File: config.mk
export PLATFORM = sky130hd
export DESIGN_NAME = regfile_sb
export DESIGN_NICKNAME = d
export VERILOG_FILES = /design/src/rtl/regfile_sb.sv
export SDC_FILE = /design/constraint.sdc
export NUM_CORES = 2
export LEC_CHECK = 0
export BUFFER_PORTS_ARGS = -buffer_cell sky130_fd_sc_hd__clkbuf_2
export CAP_MARGIN = 20
export CORE_MARGIN = 3
export CORE_UTILIZATION = 35
export CTS_CLUSTER_SIZE = 8
export DETAILED_ROUTE_END_ITERATION = 10
export GPL_TIMING_DRIVEN = 0
export PLACE_DENSITY = 0.59
export SLEW_MARGIN = 20
export SYNTH_ARGS = -nofsm -noshare
export SYNTH_HDL_FRONTEND = slang
export SYNTH_SLANG_ARGS = --single-unit
export TNS_END_PERCENT = 20
File: constraint.sdc
create_clock -name clk -period 22.5 [get_ports clk]
set_clock_uncertainty 0.2 [all_clocks]
set_input_delay 3.375 -clock clk [delete_from_list [all_inputs] [get_ports clk]]
set_output_delay 3.375 -clock clk [all_outputs]
set_load 0.05 [all_outputs]
File: src/rtl/regfile_sb.sv
// Two-write-port register file with a PC alias at the top index, optional
// same-cycle write forwarding, and per-register pending bits for decode stalls.
module regfile_sb #(
   parameter int WIDTH  = 32,
   parameter int NREGS  = 16,
   parameter int AW     = 4,
   parameter int BYPASS = 1
) (
   input  logic             clk,
   input  logic             reset,
   input  logic [AW-1:0]    ra1,
   input  logic [AW-1:0]    ra2,
   output logic [WIDTH-1:0] rd1,
   output logic [WIDTH-1:0] rd2,
   input  logic [WIDTH-1:0] r15,
   input  logic             we3,
   input  logic [AW-1:0]    wa3,
   input  logic [WIDTH-1:0] wd3,
   input  logic             we4,
   input  logic [AW-1:0]    wa4,
   input  logic [WIDTH-1:0] wd4,
   input  logic             iss_en,
   input  logic [AW-1:0]    iss_addr,
   output logic             pend1,
   output logic             pend2,
   output logic             hazard
);

   localparam logic [AW-1:0] PC_IDX = AW'(NREGS - 1);

   logic [WIDTH-1:0] r_rf [NREGS-1];
   logic [NREGS-2:0] r_pend;

   logic             w_wr3;
   logic             w_wr4;
   logic             w_iss;
   logic [AW-1:0]    w_ra   [2];
   logic [WIDTH-1:0] w_st   [2];
   logic             w_sp   [2];
   logic [WIDTH-1:0] w_rd   [2];
   logic             w_pend [2];

   // Only storage indices (below the PC alias) may be written or issued.
   assign w_wr3 = we3    && (wa3      < PC_IDX);
   assign w_wr4 = we4    && (wa4      < PC_IDX);
   assign w_iss = iss_en && (iss_addr < PC_IDX);

   assign w_ra[0] = ra1;
   assign w_ra[1] = ra2;

   // Register storage and scoreboard; port 4 wins a write collision, issue wins over a clear.
   always_ff @(posedge clk or posedge reset) begin
      if (reset) begin
         for (int i = 0; i < NREGS - 1; i++) begin
            r_rf[i] <= '0;
         end
         r_pend <= '0;
      end else begin
         for (int i = 0; i < NREGS - 1; i++) begin
            if (w_wr4 && (wa4 == AW'(i))) begin
               r_rf[i] <= wd4;
            end else if (w_wr3 && (wa3 == AW'(i))) begin
               r_rf[i] <= wd3;
            end else begin
               r_rf[i] <= r_rf[i];
            end

            if (w_iss && (iss_addr == AW'(i))) begin
               r_pend[i] <= 1'b1;
            end else if ((w_wr3 && (wa3 == AW'(i))) || (w_wr4 && (wa4 == AW'(i)))) begin
               r_pend[i] <= 1'b0;
            end else begin
               r_pend[i] <= r_pend[i];
            end
         end
      end
   end

   // Read muxes: PC alias, then forwarded write data, then stored value (zero when out of range).
   always_comb begin
      for (int p = 0; p < 2; p++) begin
         w_st[p] = '0;
         w_sp[p] = 1'b0;
         for (int i = 0; i < NREGS - 1; i++) begin
            if (w_ra[p] == AW'(i)) begin
               w_st[p] = r_rf[i];
               w_sp[p] = r_pend[i];
            end else begin
               w_st[p] = w_st[p];
               w_sp[p] = w_sp[p];
            end
         end

         if (w_ra[p] == PC_IDX) begin
            w_rd[p]   = r15;
            w_pend[p] = 1'b0;
         end else if ((BYPASS != 0) && w_wr4 && (wa4 == w_ra[p])) begin
            w_rd[p]   = wd4;
            w_pend[p] = 1'b0;
         end else if ((BYPASS != 0) && w_wr3 && (wa3 == w_ra[p])) begin
            w_rd[p]   = wd3;
            w_pend[p] = 1'b0;
         end else begin
            w_rd[p]   = w_st[p];
            w_pend[p] = w_sp[p];
         end
      end
   end

   assign rd1    = w_rd[0];
   assign rd2    = w_rd[1];
   assign pend1  = w_pend[0];
   assign pend2  = w_pend[1];
   assign hazard = w_pend[0] | w_pend[1];

endmodule

---- Word-level counts from Yosys, hierarchy flattened ----
Cells that the tools add are included.
word-level totals
  bits in writable memories ............... 0
  output and inout port bits .............. 67
  input bits .............................. 121
  word-level logic and storage cells ...... 344
  memories kept ........................... 0
  ROM bits ................................ 0
  latch bits .............................. 0
  bits in registers ....................... 495
cells by class
  div/mod/pow operators ................... 0
  bitwise logic cells ..................... 1
  equal/unequal tests ..................... 76
  magnitude comparators ................... 3
  multiplexer cells ....................... 132
  reductions and logical operators ........ 102
  add/sub/neg operators ................... 0
  shifts and indexed selects .............. 0
  multipliers ............................. 0
operators by type and width
  kind                  count
  $mux W32              66
  $eq A4 B4 Y1 const B  37
  $eq A4 B3 Y1 const B  20
  $mux W1               66
  $reduce_bool A2 Y1    30
  $logic_and A1 B1 Y1   52
  $eq A4 B2 Y1 const B  10
  $eq A4 B1 Y1 const B  5
  $logic_not A4 Y1      5
  $eq A4 B4 Y1          4
  $logic_or A1 B1 Y1    15
  $lt A4 B4 Y1 const B  3
  $or A1 B1 Y1          1

---- Depth between registers and ports, before layout ----
  depth in word-level cells ............... 20
  gate-level depth with buffers ........... 11
  mapped depth without buffers ............ 6

---- Worst setup path after synthesis ----
OpenSTA, ideal clock, no wires.
  path kind ............................... input -> output
  start ................................... input port ra1[1]
  end ..................................... output port hazard
  required time ........................... 18925 ps
  stages .................................. 6
  setup slack ............................. 13081 ps
  buffers on the path ..................... 1
  arrival time ............................ 5844 ps
  cell sequence ........................... buf_6 -> or3_1 -> o21ai_1 -> a2111oi_2 -> a2111oi_2 -> or2_1
on the way
  longest elaborated chain between the ends .. 20
  elaborated cells on any way between the ends .. 39
  those cells by class .................... 17 x eq/ne; 18 x mux; 1 x bitwise; 3 x reduce/logical
RTL lines
  what                    line  RTL
  start: declaration      11    input logic [AW-1:0] ra1,
  $logic_not A4 Y1        85    if (w_ra[p] == AW'(i)) begin
  $mux W1 (15 in series)  85
  $mux W1                 100   end else if ((BYPASS != 0) && w_wr3 && (wa3 == w_ra[p])) begin
  $mux W1                 97    end else if ((BYPASS != 0) && w_wr4 && (wa4 == w_ra[p])) begin
  $mux W1 (*)             94    if (w_ra[p] == PC_IDX) begin
  net pend1               24    output logic pend1,
  $or A1 B1 Y1 (*)        114   assign hazard = w_pend[0] | w_pend[1];
  end: declaration        26    output logic hazard
Mark *: on every way through the listed nets, which the timed path passes. The rest lies on a longest branch.

---- Final worst setup path ----
  start ................................... input port ra1[0]
  end ..................................... output port rd1[29]
on the way
  longest elaborated chain between the ends .. 19
  elaborated cells on any way between the ends .. 38
  those cells by class .................... 17 x eq/ne; 18 x mux; 3 x reduce/logical
RTL lines
  what                     line  RTL
  $logic_not A4 Y1         85
  $mux W32 (15 in series)  85
  $mux W32                 100
  $mux W32                 97
  $mux W32 (*)             94
  end: declaration         13    output logic [WIDTH-1:0] rd1,
Every way passes the cells marked *; elsewhere a longest branch is shown, timed or not.

==> run_results.csv <==
group,metric,value,unit
sta,slew_headroom,8.39,%
sta,fmax,86.1,MHz
synth,syn_nets,4135,
power_and_ir_drop,seqPwrFrac,40.4,%
synth,async_reset_ff_share,100,%
critical_path,critPathSlowestCell,"nand2_1",
route,wl_per_cell,49.9,um
synth,synth.most_common_cell,"mux2i_1",
clock_network,clkSinkCount,495,
clock_network,cts_made_buffers,74,
power_and_ir_drop,powerDensity,90.6,nW/um^2
sta,post-route-period-util,51.6,%
synth,synth_flop_cell,"dfrtp_1",
synth,yosysWarnings,0,
place,pre_cts_ws,11.48,ns
place,routabilityCongestion,1.13,
route,drtPass1Iterations,11,
run,cap_violations,0,
layout,fin_nets,4347,
synth,netlist_area,34500,um^2
synth,synthTopCellsByArea,"dfrtp_1, mux2i_1, a21oi_1, nor2_1, o21ai_0",
die,dieArea,102000,um^2
synth,synth-edff-count,0,
sta,min_period,11.61,ns
power_and_ir_drop,vdd_ir_drop_max,0.0570,mV
critical_path,cp.arrival,8.04,ns
clock_network,cts_hold_buffers,0,
run_status,status,"finished, violations left",
layout,syn_to_final_growth,14.0,%
route,wl,277000,um
power_and_ir_drop,p_clk_share,30.5,%
global_routing,grt_pass1_wl,359000,um
global_routing,grtUsageTotal,52.4,%
synth,syn_area_per_cell,8.61,um^2
min_path,min_path_cells,2,
critical_path,path_cells,"buf_4 -> nor2b_1 -> clkbuf_1 -> nand2_1 -> nand3_2 -> buf_2 -> a21oi_1 -> o21ai_1 -> clkbuf_2",
die,start_util,35.5,%
clock_network,clockBufferDepth,3,
clock_network,clk_latency,0.67,ns
power_and_ir_drop,intPower,2.07,mW
route,via_per_inst,7.41,
sta,finalSetupViolCount,0,
synth,ys_seq_elements,495,
clock_network,htreeDepth,3,
route,drt-initial-drc-count,8152,
place,port_buffers,116,
run_status,failed_checks,"design-rule violations",
clock_network,clkTransAtPathRegs,0.05,ns
power_and_ir_drop,p_sw_share,42.0,%
clock_network,cts_tree,"built",
power_and_ir_drop,p_leak,16.2,nW
die,die_x,320,um
critical_path,required,18.93,ns
sta,hold_slack,0.332,ns
sta,hold_viol,0,
sta,tightest_slew,1.37,ns
place,detailed_place.area,37200,um^2
power_and_ir_drop,combPwrFrac,29.1,%
route,route.detailed.drc,25,
layout,final_util,40.5,%
critical_path,critPathCaptureType,"primary output",
power_and_ir_drop,power,3.57,mW
die,pin_count,188,
critical_path,slowest_delay,1.06,ns
critical_path,critPathMaxFanout,10,
sta,rsz0062_at_grt,"no",
place,dp_hpwl,200000,um
layout,design_area,39400,um^2
layout,fillers,10100,
layout,fin_cells,5555,
sta,slew_violations,0,
synth,netlist_instances,4014,
clock_network,cts_resized,0,
synth,yosys-top-cells-count,"mux2i_1, a21oi_1, dfrtp_1",
die,rows,114,
route,detail-route-antenna-nets,0,
critical_path,critPathKind,"in -> out",
clock_network,postCtsSetupBuffers,0,
min_path,hold_path.class,"reg -> reg",
power_and_ir_drop,p_switching,1.50,mW
sta,final.setup.tns,0,ns
synth,yosysSeqAreaShare,35.9,%
global_routing,grt_max_degree,84,
place,dpl.cell_count,5424,
global_routing,grt_pass1_vias,37400,
critical_path,startpoint_type,"primary input",
synth,synth_top_area_cell,"dfrtp_1",
synth,synth.distinct_cells,89,
layout,drive_above_1_share,13.6,%
sta,worst_slack,10.89,ns
critical_path,ff2ff_path_depth,2,
route,vias,41200,
clock_network,cts_root_buf,"clkbuf_16",
global_routing,gr-total-overflow,0,
global_routing,antenna_found_initial,37,
synth,yosysTopAreaCellShare,35.9,%
die,core-area,97300,um^2
die,die-height,320,um
critical path, delay by kind of cell:
family          cells  cell delay [ns]
compound gates      2             0.42
buf+inv             4             1.99
simple gates        3             2.17
final cells by class:
| cell class | instances | area, um^2 | area share [%] |
|---|---|---|---|
| clock buffer | 85 | 1910 | 4.86 |
| clock inverter | 10 | 143 | 0.362 |
| antenna | 34 | 85.1 | 0.216 |
| multi-input combinational | 3005 | 19700 | 50.1 |
| inverter | 19 | 78.8 | 0.200 |
| sequential | 495 | 12400 | 31.5 |
| buffer | 495 | 2460 | 6.26 |
| tap | 1276 | 1600 | 4.06 |
| timing repair buffer | 136 | 963 | 2.45 |
path summary, 6_finish.rpt:
kind,startpoint,end,slack (ns)
setup / recovery,ra1[0],rd1[29],10.89
hold / removal,r_pend[12],r_pend[12],0.33
setup reg to reg,r_rf[158],r_rf[158],21.00
hold reg to reg,r_pend[12],r_pend[12],0.33
max in group asynchronous,reset,r_rf[19],17.80
min in group asynchronous,reset,r_rf[128],2.54
metal layers:
metal / vias to the layer above / share of wire [%] / global-route usage (%)
met3: 1477 / 14 / 25.1
li1: 15100 / - / -
met5: - / 0.12 / 1.11
met1: 20200 / 35 / 61.0
met4: 15 / 12 / 46.8
met2: 4353 / 38 / 70.9
power groups by stage:
stage	registers [mW]	logic, mW	clock network [mW]
floorplan	1.27	0.655	0
global placement	1.42	0.967	0
detailed placement	1.42	0.983	0
CTS	1.41	0.986	1.07
global route	1.44	1.07	1.11
finish	1.44	1.04	1.09
placed cells by master, fill, tap and decap left out, drive strengths merged, types with 80 or more instances in the layout:
| master | instances |
|---|---|
| nor2 | 436 |
| a22oi | 80 |
| dfrtp | 495 |
| o21ai | 325 |
| a21oi | 513 |
| o22ai | 171 |
| o211ai | 99 |
| mux2i | 558 |
| nand2 | 310 |
| clkbuf | 448 |
| buf | 268 |
kinds of logic (layout without fill, tap and decap cells):
group                  after synthesis  in the layout  share of synthesized area, %
XOR/XNOR                            16             16                         0.427
AND/OR/NAND/NOR                    957            957                          12.2
other                                0             34                             0
multiplexers                       618            618                          19.5
AO/OA/AOI/OAI                     1414           1414                          24.8
flip-flops                         495            495                          35.9
buffers and inverters              514            745                          7.18
state kept, by name, indices dropped and copies added, names as in the netlist:
| name | cells |
|---|---|
| r_rf | 480 |
| r_pend | 15 |
Note: power is estimated with default switching activity, not from simulation.
